$ cat src/rtl/ram_block_mover.sv
// ram_block_mover: bus-master block engine for a single-port 16K x 16 RAM.
// Each operation either copies a block of words from src to dst, or fills a block at dst with a constant.
// A copy takes two cycles per word: a read cycle followed by a write cycle.
// A fill takes one cycle per word, because it only writes.
// Pointers wrap modulo 2**ADDR_W.
module ram_block_mover #(
  parameter int unsigned ADDR_W = 14,
  parameter int unsigned DATA_W = 16
) (
  input  logic              clk,
  input  logic              rst_n,
  input  logic              start,
  input  logic              fill,
  input  logic [ADDR_W-1:0] src_addr,
  input  logic [ADDR_W-1:0] dst_addr,
  input  logic [ADDR_W:0]   length,
  input  logic [DATA_W-1:0] fill_value,
  output logic              busy,
  output logic              done,
  output logic [ADDR_W-1:0] mem_address,
  output logic              mem_load,
  output logic [DATA_W-1:0] mem_in_value,
  input  logic [DATA_W-1:0] mem_out
);

  localparam int unsigned CNT_W = ADDR_W + 1;
  localparam logic [CNT_W-1:0]  CNT_ONE = CNT_W'(1);
  localparam logic [ADDR_W-1:0] PTR_ONE = ADDR_W'(1);

  typedef enum logic [1:0] {
    IDLE = 2'd0,
    RD   = 2'd1,
    WR   = 2'd2,
    DONE = 2'd3
  } state_e;

  state_e              state_q;
  logic [ADDR_W-1:0]   src_q;
  logic [ADDR_W-1:0]   dst_q;
  logic [CNT_W-1:0]    rem_q;
  logic                fill_q;
  logic [DATA_W-1:0]   fval_q;

  // Sequencer: accepts a request in IDLE/DONE, then alternates RD/WR (copy) or streams WR (fill).
  always_ff @(posedge clk or negedge rst_n) begin
    if (!rst_n) begin
      state_q <= IDLE;
      src_q   <= '0;
      dst_q   <= '0;
      rem_q   <= '0;
      fill_q  <= 1'b0;
      fval_q  <= '0;
    end else begin
      case (state_q)
        IDLE, DONE: begin
          if (start) begin
            src_q  <= src_addr;
            dst_q  <= dst_addr;
            rem_q  <= length;
            fill_q <= fill;
            fval_q <= fill_value;
            if (length == '0) begin
              state_q <= DONE;
            end else if (fill) begin
              state_q <= WR;
            end else begin
              state_q <= RD;
            end
          end else begin
            state_q <= IDLE;
          end
        end
        RD: begin
          state_q <= WR;
        end
        WR: begin
          src_q <= src_q + PTR_ONE;
          dst_q <= dst_q + PTR_ONE;
          rem_q <= rem_q - CNT_ONE;
          if (rem_q == CNT_ONE) begin
            state_q <= DONE;
          end else if (fill_q) begin
            state_q <= WR;
          end else begin
            state_q <= RD;
          end
        end
        default: begin
          state_q <= IDLE;
        end
      endcase
    end
  end

  // RAM port decode.
  // The RAM writes on every edge where mem_load is low, so mem_load is low only in WR.
  // In a copy, mem_in_value passes through the word read in the preceding RD cycle.
  always_comb begin
    busy         = 1'b0;
    done         = 1'b0;
    mem_load     = 1'b1;
    mem_address  = '0;
    mem_in_value = '0;
    case (state_q)
      RD: begin
        busy        = 1'b1;
        mem_address = src_q;
      end
      WR: begin
        busy         = 1'b1;
        mem_load     = 1'b0;
        mem_address  = dst_q;
        mem_in_value = fill_q ? fval_q : mem_out;
      end
      DONE: begin
        done = 1'b1;
      end
      default: begin
        busy = 1'b0;
      end
    endcase
  end

endmodule
$ cat config.mk
export PLATFORM = sky130hd
export DESIGN_NAME = ram_block_mover
export DESIGN_NICKNAME = d
export VERILOG_FILES = /design/src/rtl/ram_block_mover.sv
export SDC_FILE = /design/constraint.sdc
export NUM_CORES = 1
export LEC_CHECK = 0
export CORE_MARGIN = 1.5
export CORE_UTILIZATION = 45
export CTS_BUF_LIST = sky130_fd_sc_hd__clkbuf_8
export DETAILED_ROUTE_END_ITERATION = 8
export MAX_ROUTING_LAYER = met4
export PLACE_DENSITY = 0.82
export SLEW_MARGIN = 5
export SYNTH_ARGS = -nofsm -noshare
export SYNTH_HDL_FRONTEND = slang
export SYNTH_SLANG_ARGS = --single-unit
$ cat constraint.sdc
create_clock -name clk -period 1.9 [get_ports clk]
set_input_delay 0.285 -clock clk [delete_from_list [all_inputs] [get_ports clk]]
set_output_delay 0.285 -clock clk [all_outputs]
set_load 0.03 [all_outputs]
Word level (Yosys, flattened, before mapping):

Index checks and enable logic that the tools add are counted.
Widths: inputs -> output; s select.

* bits in registers: 62
* bits of input ports: 79
* output and inout bits: 33
* word-level logic and storage cells: 39

* $add $sub $neg: 3
* eq/ne operators: 5
* mux-type cells: 18
* reductions and logical operators: 7

Operator list (count)
* $pmux 14 s2: 3
* $mux 16: 2
* $pmux 15 s2: 1
* $add 14x1->14 const B: 2
* $mux 14: 2
* $eq 15x1->1 const B: 1
* $logic_not 15->1: 1
* $mux 15: 1
* $sub 15x1->15 const B: 1
* $mux 2: 5
* $pmux 2 s3: 1
* $eq 2x2->1 const B: 2
* $reduce_and 2->1: 2
* $reduce_or 2->1: 2
* $mux 1: 3
* $eq 2x1->1 const B: 1
* $logic_not 2->1: 1
* $ne 2x2->1 const B: 1
* $reduce_bool 2->1: 1

Depth between registers and ports, before layout:

* word-level depth: 4
* mapped depth: 9

Least setup slack after synthesis:

No wires, ideal clock.

* kind: register -> output
* from: reg state_q[0]
* to: out mem_in_value[10]
* data arrival time: 1.780 ns
* setup slack: -0.165 ns
* stages on the path, launching flop included: 7
* path buffers: 2
* path through: dfrtp_1 > inv_1 > ha_1 > inv_2 > clkbuf_1 > clkbuf_1 > nor2_1

* word-level cells in the longest chain between the ends: 2

RTL lines
* from (decl): RTL line 37 `state_e state_q;`
* from (signal assigned): RTL line 47 `state_q <= IDLE;`
* from (signal assigned): RTL line 63 `state_q <= DONE;`
* from (signal assigned): RTL line 65 `state_q <= WR;`
* $eq 2x2->1: RTL line 104 `case (state_q)`
* $mux 16: RTL line 104
* to (decl): RTL line 22 `output logic [DATA_W-1:0] mem_in_value,`

Every way passes these cells.

Final worst setup path:

* from: reg state_q[1]
* to: out mem_address[4]

* word-level cells in the longest chain between the ends: 2

RTL lines
* $eq 2x2->1 or $eq 2x1->1 (tied branches): RTL line 104
* $pmux 14 s2 (*): RTL line 104
* to (decl): RTL line 20 `output logic [ADDR_W-1:0] mem_address,`

Every way passes the cells marked *; elsewhere a longest branch is shown, timed or not.

==> summary.txt <==
Route
  – DR vias: 4248
  – DR iter-0 viols: 372
  – Routed Antenna Nets: 0
  – Mean number of vias per cell: 6.229
  – Drt drc: 1
  – DR WL/cell: 20.06 um
  – Total wire length: 13.68 mm
  – 1st-pass router iterations: 8

Final layout
  – Most frequent cells in the layout: clkdlybuf4s50_1, dfrtp_1, buf_4
  – Nets: 656
  – Area grow syn2layout: 54.40%
  – Proportion of layout cells with a drive suffix above 1: 29.44%
  – Commonest non-fill, non-tap cell in the layout: clkdlybuf4s50_1
  – Antenna Diode Count: 0

Floorplanning
  – I/O pins: 112
  – Die width: 96.84 um
  – DIE HEIGHT: 96.84 um
  – Total die area: 0.009378 mm2
  – Core area: 0.008636 mm2
  – Rows: 34
  – Starting Density: 45.89%

Critical path
  – WS Path Type: reg2out
  – Reg2reg end: rem_q[8]$_DFFE_PN0P_
  – Crit path launch type: flip-flop
  – Reg2reg setup slack: -0.18 ns
  – Critical Path Most Common Cell: buf_6
  – CP max stage delay: 0.43 ns
  – Worst Path Required: 1.62 ns
  – Critical path arrival: 1.83 ns
  – Path depth of the worst reg2reg path: 7
  – Launching point of the worst reg2reg path: state_q[1]$_DFF_PN0_
  – Crit Path Max Fanout: 7
  – Slowest CP cell: dfrtp_1
  – Worst-path cell chain: ha_4 > buf_6 > nor2b_4 > clkbuf_16 > a22o_2 > buf_6
  – Crit path capture type: output port

Run status
  – Status: finished, violations left
  – Failing checks: DRC, setup timing

Placed design
  – Detailed Place HPWL: 8.597 mm
  – RePlAce Congestion: 0.9299
  – IO buf count: 111

Power and ir drop
  – Pwr/cell area: 1750 mW/mm2
  – Power, Total: 10.70 mW
  – Worst VDD drop: 0.001105 V
  – Static Leak: 2.628 nW

CTS
  – Cts bufs inserted: 9
  – CTS tree: built
  – Clock insertion delay at the later pin of the skew report: 0.35 ns
  – # H-tree levels: 3
  – Clock transition at path regs: 0.08 ns
  – CTS Sinks: 62
  – Clk Tree Root Cell: clkbuf_8
  – Clock Path Buffers: 2

STA
  – # setup viols final: 45
  – Hold WS: 0.4341 ns
  – Worst slew margin: 64.76%
  – Final period util: 111.1%
  – Max-slew violation count: 0
  – Worst Clk Skew: 0.01469 ns
  – RSZ-0062 raised after global routing: true
  – Final min period: 2.112 ns
  – Max Clk Rate: 473.6 MHz
  – Tightest Pin Transition: 0.5286 ns
  – Smallest setup slack after layout: -0.2116 ns
  – Hold Vio Cnt, Final: 0

GRT
  – GRT Overall Usage: 29.60%
  – Initial antenna violation count: 0
  – Aggregate global routing overflow: 0
  – Vias in the first global route: 4151
  – Largest net degree at the start of global routing: 43
  – First-pass GRT wire length: 21.47 mm

Flow run
  – Max-Cap Viols: 0

Yosys
  – Number of enable flip-flop cells after synthesis: 0
  – Avg Inst Size Synth: 9.435 um2
  – Synthesized instance count: 420
  – Ys Warns: 0
  – Async set-or-reset flop fraction in the synthesized netlist: 100.0%
  – Synth Register Bits: 62
  – Top_reg_cell synth: dfrtp_1
  – Syn_nets: 507
  – Post-Syn Area: 0.003963 mm2
  – Synth unique cells: 55
  – Seq/Total Area, Yosys: 39.15%

Worst hold path
  – Hold crit path type: in2async
==> where the power goes <==
part,switching [mW],internal [mW],leakage [nW]
clock,0.551,0.761,0.119
combinational,3.20,3.19,1.79
sequential,0.991,2.01,0.723
==> state kept, by name, indices dropped and copies added (netlist names) <==
signal	count
dst_q	14
fval_q	16
state_q	2
src_q	14
fill_q	1
rem_q	15
==> area by class of cell <==
cell class	count	area [um2]
fill	594	2517
multi-input combinational	320	2450
timing repair buffer	168	1733
sequential	62	1553
clock buffer	10	137.6
tap	108	135.1
clock inverter	6	77.57
inverter	8	32.53
==> through the flow <==
stage | instance area, um2 | util [%] | setup WS [ns] | setup TNS, ns | cells
6_report | 6118 | 70.85 | -0.2116 | -5.312 | 682
5_1_grt | 6118 | 70.85 | -0.2488 | -7.692 | 682
4_1_cts | 5921 | 68.56 | -0.1610 | -3.156 | 675
3_5_place_dp | 5324 | 61.65 | -0.09598 | -0.7570 | 643
3_3_place_gp | 5324 | 61.65 | -0.1075 | -0.2626 | 643
2_1_floorplan | 3979 | - | -0.004757 | -0.04657 | 420
==> cell families after synthesis <==
kind of cell | share of synthesized area [%]
AND/OR/NAND/NOR | 19.45
adder cells (fa/ha/maj) | 2.526
buffers and inverters | 4.831
flip-flops | 39.15
AO/OA/AOI/OAI | 20.52
multiplexers | 13.51
==> synthesized netlist by cell type (7+ instances only) <==
library cell  instances  area, um2
nand2_1              26      97.59
nand4_1               9      56.30
o22ai_1              23      143.9
or3_1                 7      43.79
nor2_1               31      116.4
dfrtp_1              62       1551
clkbuf_1             14      52.55
a22o_1               13      113.9
nand3_1              16      80.08
ha_1                  8      100.1
and3_1                9      56.30
o21ai_0              17      85.08
buf_2                14      70.07
a21oi_1              29      145.1
inv_1                 7      26.28
mux2_2               16      180.2
mux2i_1              34      340.3
==> routing by layer <==
layer	GRT usage, %	vias to the layer above	wire length (um)
met2	46.64	242	6655
li1	-	1915	-
met3	6.069	50	1081
met5	-	-	0
met1	36.97	2041	5470
met4	12.93	0	471
==> timing repair <==
action / CTS / global route
endpoints found under the setup margin: 56 / 66
hold buffers: 1 / 0
gates resized for setup: 47 / 28
gates cloned: 5 / 2
pin swaps: 10 / 12
setup buffers: 11 / 5
endpoints found under the hold margin: 20 / 0
==> how the worst max path moves through the flow <==
stage / start / slack [ns] / cells after the start / endpoint
floorplan: state_q[0]$_DFF_PN0_ / -0.005 / 6 / mem_in_value[10]
finish: state_q[1]$_DFF_PN0_ / -0.21 / 6 / mem_address[4]
global route: state_q[1]$_DFF_PN0_ / -0.25 / 6 / mem_address[6]
global placement: length[8] / -0.11 / 7 / state_q[1]$_DFF_PN0_
CTS: state_q[1]$_DFF_PN0_ / -0.16 / 6 / mem_address[12]
detailed placement: state_q[1]$_DFF_PN0_ / -0.1 / 6 / src_q[4]$_DFFE_PN0P_
==> critical path: cells and delay by family, from the launching register on <==
kind,cells,cell delay (ns)
flip-flops,1,0.43
AND/OR/NAND/NOR,1,0.05
buffers and inverters,3,0.42
AO/OA/AOI/OAI,1,0.27
adder cells (fa/ha/maj),1,0.30
Power figures use the tool's default switching activity.
